File: src/rtl/pipeline_hazard_ctrl_pkg.sv
// Shared pipeline definitions: sequencer state encoding, register-index width
// and the control-field widths carried by the pipeline registers.
package pipe_pkg;

    localparam int REG_W     = 5;
    localparam int CTRL_W    = 10;
    localparam int ALUCTRL_W = 2;

    typedef enum logic [1:0] {
        ST_INIT     = 2'd0,
        ST_RUN      = 2'd1,
        ST_MEM_WAIT = 2'd2,
        ST_HALT     = 2'd3
    } state_t;

    // Per-cycle enables/bubble controls for the pc, if_id, id_ex and ex_mem registers.
    typedef struct packed {
        logic pc_we;
        logic if_id_we;
        logic if_id_flush;
        logic id_ex_we;
        logic id_ex_bubble;
        logic ex_mem_we;
    } pipe_ctrl_t;

    localparam pipe_ctrl_t CTRL_FREEZE = '{default: 1'b0};
    localparam pipe_ctrl_t CTRL_RESET  = '{pc_we: 1'b0, if_id_we: 1'b0, if_id_flush: 1'b1,
                                           id_ex_we: 1'b0, id_ex_bubble: 1'b1, ex_mem_we: 1'b0};

endpackage

File: src/rtl/pipeline_hazard_ctrl_hazard_detect.sv
// Load-use hazard compare: the load in EX writes a register the ID instruction reads.
module hazard_detect #(
    parameter int REG_W = pipe_pkg::REG_W
) (
    input  logic [REG_W-1:0] i_id_rs,
    input  logic [REG_W-1:0] i_id_rt,
    input  logic             i_id_uses_rt,
    input  logic [REG_W-1:0] i_ex_rt,
    input  logic             i_ex_mem_read,
    output logic             o_load_use
);

    logic w_rs_match;
    logic w_rt_match;

    always_comb begin
        w_rs_match = (i_ex_rt == i_id_rs);
        w_rt_match = i_id_uses_rt && (i_ex_rt == i_id_rt);
        // r0 is hardwired, so a load targeting it never creates a dependency.
        o_load_use = i_ex_mem_read && (i_ex_rt != '0) && (w_rs_match || w_rt_match);
    end

endmodule

File: src/rtl/pipeline_hazard_ctrl.sv
// Pipeline sequencer: load-use stall, branch flush and data-memory freeze,
// with memory-timeout halt and a saturating stall-cycle counter.
module pipeline_hazard_ctrl #(
    parameter int REG_W       = pipe_pkg::REG_W,
    parameter int MEM_TIMEOUT = 15,
    parameter int CNT_W       = 16
) (
    input  logic             clock,
    input  logic             reset_n,
    input  logic [REG_W-1:0] id_rs,
    input  logic [REG_W-1:0] id_rt,
    input  logic             id_uses_rt,
    input  logic [REG_W-1:0] ex_rt,
    input  logic             ex_mem_read,
    input  logic             ex_branch_taken,
    input  logic             mem_req,
    input  logic             mem_ready,
    output logic             pc_we,
    output logic             if_id_we,
    output logic             if_id_flush,
    output logic             id_ex_we,
    output logic             id_ex_bubble,
    output logic             ex_mem_we,
    output logic             halted,
    output logic [CNT_W-1:0] stall_count
);

    import pipe_pkg::*;

    localparam int WAIT_W = $clog2(MEM_TIMEOUT + 1);

    state_t             r_state;
    state_t             w_state_nxt;
    logic [WAIT_W-1:0]  r_wait_cnt;
    logic [WAIT_W-1:0]  w_wait_nxt;
    logic               r_halted;
    logic               w_halt_set;
    logic [CNT_W-1:0]   r_stall_cnt;
    logic               w_load_use;
    pipe_ctrl_t         w_run_ctrl;
    pipe_ctrl_t         w_ctrl;

    hazard_detect #(
        .REG_W(REG_W)
    ) u_hazard_detect (
        .i_id_rs      (id_rs),
        .i_id_rt      (id_rt),
        .i_id_uses_rt (id_uses_rt),
        .i_ex_rt      (ex_rt),
        .i_ex_mem_read(ex_mem_read),
        .o_load_use   (w_load_use)
    );

    // Branch/load-use/normal decode, shared by RUN and the MEM_WAIT release cycle.
    always_comb begin
        w_run_ctrl = '{default: 1'b1};
        w_run_ctrl.if_id_flush  = 1'b0;
        w_run_ctrl.id_ex_bubble = 1'b0;
        if (ex_branch_taken) begin
            w_run_ctrl.if_id_flush  = 1'b1;
            w_run_ctrl.id_ex_bubble = 1'b1;
        end else if (w_load_use) begin
            w_run_ctrl.pc_we        = 1'b0;
            w_run_ctrl.if_id_we     = 1'b0;
            w_run_ctrl.id_ex_bubble = 1'b1;
        end
    end

    always_comb begin
        w_state_nxt = r_state;
        w_wait_nxt  = r_wait_cnt;
        w_halt_set  = 1'b0;
        w_ctrl      = CTRL_FREEZE;
        unique case (r_state)
            ST_INIT: begin
                w_ctrl       = CTRL_RESET;
                w_ctrl.pc_we = 1'b1;
                w_state_nxt  = ST_RUN;
            end
            ST_RUN: begin
                if (mem_req && !mem_ready) begin
                    w_state_nxt = ST_MEM_WAIT;
                    w_wait_nxt  = WAIT_W'(1);
                end else begin
                    w_ctrl = w_run_ctrl;
                end
            end
            ST_MEM_WAIT: begin
                if (mem_ready) begin
                    w_ctrl      = w_run_ctrl;
                    w_state_nxt = ST_RUN;
                    w_wait_nxt  = '0;
                end else if (r_wait_cnt >= WAIT_W'(MEM_TIMEOUT)) begin
                    w_halt_set  = 1'b1;
                    w_state_nxt = ST_HALT;
                    w_wait_nxt  = '0;
                end else begin
                    w_wait_nxt = r_wait_cnt + 1'b1;
                end
            end
            ST_HALT: begin
                w_ctrl = CTRL_FREEZE;
            end
            default: begin
                w_state_nxt = ST_INIT;
            end
        endcase
        // Outputs follow reset combinationally so the pipe is frozen while reset is held.
        if (!reset_n) begin
            w_ctrl = CTRL_RESET;
        end
    end

    always_ff @(posedge clock or negedge reset_n) begin
        if (!reset_n) begin
            r_state     <= ST_INIT;
            r_wait_cnt  <= '0;
            r_halted    <= 1'b0;
            r_stall_cnt <= '0;
        end else begin
            r_state    <= w_state_nxt;
            r_wait_cnt <= w_wait_nxt;
            r_halted   <= r_halted | w_halt_set;
            if ((r_state != ST_INIT) && !w_ctrl.pc_we && (r_stall_cnt != '1)) begin
                r_stall_cnt <= r_stall_cnt + 1'b1;
            end
        end
    end

    assign pc_we        = w_ctrl.pc_we;
    assign if_id_we     = w_ctrl.if_id_we;
    assign if_id_flush  = w_ctrl.if_id_flush;
    assign id_ex_we     = w_ctrl.id_ex_we;
    assign id_ex_bubble = w_ctrl.id_ex_bubble;
    assign ex_mem_we    = w_ctrl.ex_mem_we;
    assign halted       = r_halted;
    assign stall_count  = r_stall_cnt;

endmodule

File: config.mk
export PLATFORM = sky130hd
export DESIGN_NAME = pipeline_hazard_ctrl
export DESIGN_NICKNAME = d
export VERILOG_FILES = /design/src/rtl/pipeline_hazard_ctrl_pkg.sv /design/src/rtl/pipeline_hazard_ctrl_hazard_detect.sv /design/src/rtl/pipeline_hazard_ctrl.sv
export SDC_FILE = /design/constraint.sdc
export NUM_CORES = 1
export LEC_CHECK = 0
export BUFFER_PORTS_ARGS = -buffer_cell sky130_fd_sc_hd__buf_2
export CELL_PAD_IN_SITES_DETAIL_PLACEMENT = 1
export CELL_PAD_IN_SITES_GLOBAL_PLACEMENT = 1
export CORE_ASPECT_RATIO = 1.5
export CORE_MARGIN = 2
export CORE_UTILIZATION = 40
export DETAILED_ROUTE_END_ITERATION = 7
export PLACE_DENSITY = 0.86
export RECOVER_POWER = 100
export SLEW_MARGIN = 10
export SYNTH_ARGS = -nofsm -noshare
export SYNTH_HDL_FRONTEND = slang
export SYNTH_HIERARCHICAL = 1
export SYNTH_SLANG_ARGS = --single-unit
File: constraint.sdc
create_clock -name clock -period 4.88 [get_ports clock]
set_clock_uncertainty 0.2 [all_clocks]
set_input_delay 0.488 -clock clock [delete_from_list [all_inputs] [get_ports clock]]
set_output_delay 0.488 -clock clock [all_outputs]
set_load 0.05 [all_outputs]
==> qor.yml <==
die:
  core_area_mm2: 0.00372
  die_w_um: 54.9
  start_util: 0.419
  ios: 45
  dieArea_mm2: 0.00442
  rows: 27
  die_y_um: 80.4
clocking:
  clkTransAtPathRegs_ns: 0.09
  cts_tree: "yes"
  cts_sinks: 23
  ctsResizeCount: 0
  postCtsHoldBufs: 0
  cts_root_buffer: "clkbuf_8"
  htree_levels: 1
  cts_buffers: 3
  cts_setup_buffers: 0
  clk_path_buf_depth: 2
  insertion_delay_ns: 0.28
pwr:
  ir_worst_vdd_uv: 395
  powerDensity_mw_per_mm2: 649
  power.leakage_nw: 0.764
detailed_routing:
  maxUsedRoutingLayer: "met4"
  wl_met3_um: 155
  avgViaCountPerCell: 5.49
  wl_per_cell_um: 15.6
  drtAntennaViolNets: 0
  num_vias: 1335
  drtIter0Drc: 20
  finalWirelength_mm: 3.80
  drc: 0
  routed-wl-met2_mm: 2.10
  drt-met1-wl_mm: 1.47
  dr.pass1.iters: 4
place:
  post-place-ws_ns: 1.96
  portBuffers: 44
  place_hpwl_mm: 2.88
  routabilityCongestion: 0.745
  placed_cells: 239
synthesis:
  synthCells: 155
  synthFlopType: "dfrtp_1"
  synthTopCellsByArea: "dfrtp_1, xor2_1, ha_1"
  synth_nets: 185
  synth_cell_type_count: 37
  postSynthAreaPerCell_um2: 10.0
  ys_seq_area_frac: 0.370
  ys_ff_latch: 23
  netlist_area_mm2: 0.00156
  yosys.area.top_type: "dfrtp_1"
  synth_edf_count: 0
  netlist.area_leader.share: 0.370
  ys_warn_count: 6
  async_flop_share: 1.00
critical_path:
  crit_family: "buffers and inverters"
  crit_fanout: 27
  crit_arrival_ns: 2.42
  critPathKind: "input port to output port"
  start_kind: "input port"
  cp.buffers_inverters: 2
  cpPeakStageDelay_ns: 1.00
  critical_path.most_common_cell: "clkbuf_1"
  crit_path_end_kind: "output port"
  crit_chain: "clkbuf_1 > nand2b_1 > nor3_1 > clkbuf_1"
  cp.required_ns: 4.19
  cpMaxStageDelayCell: "clkbuf_1"
grt:
  first_global_vias: 1373
  grt_max_degree: 28
  antenna_found_initial: 0
  grt_pass1_wl_mm: 6.34
  grt_overflow: 0
  grt_usage: 0.197
layout:
  drive_above_1_share: 0.170
  fin_nets: 231
  fillCellCount: 469
  diodes: 0
  syn2layout_area_growth_pct: 14.9
  stdcell_count: 243
  layout_commonest_cell: "clkbuf_1"
  mostFrequentLayoutCells: "clkbuf_1, dfrtp_1, buf_2"
sta:
  finalHoldViolCount: 0
  drv_slew: 0
  setup_viol: 0
  grt_setup_unrepaired: "false"
  worst_slack_ns: 1.78
  tightest_slew_ns: 1.40
  slew_headroom: 0.0663
  fmax_ghz: 0.322
  setup_tns_ns: 0
  period_share: 0.636
  fin_crit_ns: 3.10
run:
  drv_cap: 0
status:
  status: "finished, final reports clean"
worst_hold_path:
  hold_class: "flip-flop to flip-flop"
power by group:
part,internal [W],switching (W)
registers,0.000255,0.0000979
logic,0.000184,0.000496
clock network,0.0000586,0.0000693
layer usage:
| layer | track usage | up-vias |
|---|---|---|
| met5 | 0 | - |
| met4 | 0.0805 | 0 |
| met3 | 0.0186 | 5 |
| met2 | 0.351 | 41 |
| met1 | 0.227 | 643 |
| li1 | - | 646 |
area by class of cell:
| class | count | area (µm²) | area share |
|---|---|---|---|
| tap | 43 | 53.8 | 0.0301 |
| inverter | 3 | 11.3 | 0.00630 |
| timing repair buffer | 44 | 190 | 0.106 |
| sequential | 23 | 576 | 0.322 |
| multi-input combinational | 126 | 912 | 0.510 |
| clock buffer | 4 | 45.0 | 0.0252 |
stage by stage:
stage / power (W) / cell area (µm²) / hold WS, ns / util
after floorplan: 0.000903 / 1560 / -0.00759 / -
after global placement: 0.00104 / 1800 / 0.259 / 0.486
after detailed placement: 0.00106 / 1800 / 0.275 / 0.486
after CTS: 0.00120 / 1850 / 0.0256 / 0.498
after global routing: 0.00124 / 1790 / 0.316 / 0.481
final: 0.00116 / 1790 / 0.297 / 0.481
sequential cells by signal, summed over array words and instances (netlist names):
name and cells:
r_wait_cnt 4, stall_count 16, r_state 2, halted 1
worst register-to-register path, cell delays in order (launching register included):
cell and delay, ns:
dfrtp_1 0.42, inv_1 0.17, ha_1 0.32, nand2b_1 0.12, and2_4 0.17, o21ai_4 0.38
nor2_1 0.15, mux2_2 0.31
worst paths after layout:
path	start	end	slack [ns]	cells after the start
setup / recovery	reset_n	if_id_we	1.78	4
max in group asynchronous	reset_n	r_state[0]	3.35	1
min in group asynchronous	reset_n	stall_count[9]	0.32	1
hold / removal	r_wait_cnt[3]	r_wait_cnt[3]	0.30	1
hold reg to reg	r_wait_cnt[3]	r_wait_cnt[3]	0.30	1
setup reg to reg	r_state[1]	stall_count[1]	2.54	7
cell families (layout without fill, tap and decap cells):
kind of cell	Yosys count	after routing	synth area share
flip-flops	23	23	0.370
AND/OR/NAND/NOR	67	67	0.285
multiplexers	2	2	0.0145
buffers and inverters	6	51	0.0241
adder cells (fa/ha/maj)	8	8	0.0643
XOR/XNOR	24	24	0.135
AO/OA/AOI/OAI	25	25	0.108
cells in the mapped netlist (2+ instances only):
| cell type | instances |
|---|---|
| xor2_1 | 19 |
| xnor2_1 | 5 |
| nor2b_1 | 2 |
| nand2_1 | 11 |
| nand2b_1 | 6 |
| buf_4 | 2 |
| nor2_1 | 9 |
| nand4_1 | 6 |
| a21o_1 | 5 |
| nor4_2 | 6 |
| nor3_1 | 6 |
| o21ai_0 | 6 |
| ha_1 | 8 |
| dfrtp_1 | 23 |
| nor4_4 | 2 |
| and3_1 | 2 |
| a21oi_1 | 6 |
| mux2_2 | 2 |
| nand3_1 | 9 |
| inv_1 | 3 |
(Power assumes the default switching activity.)
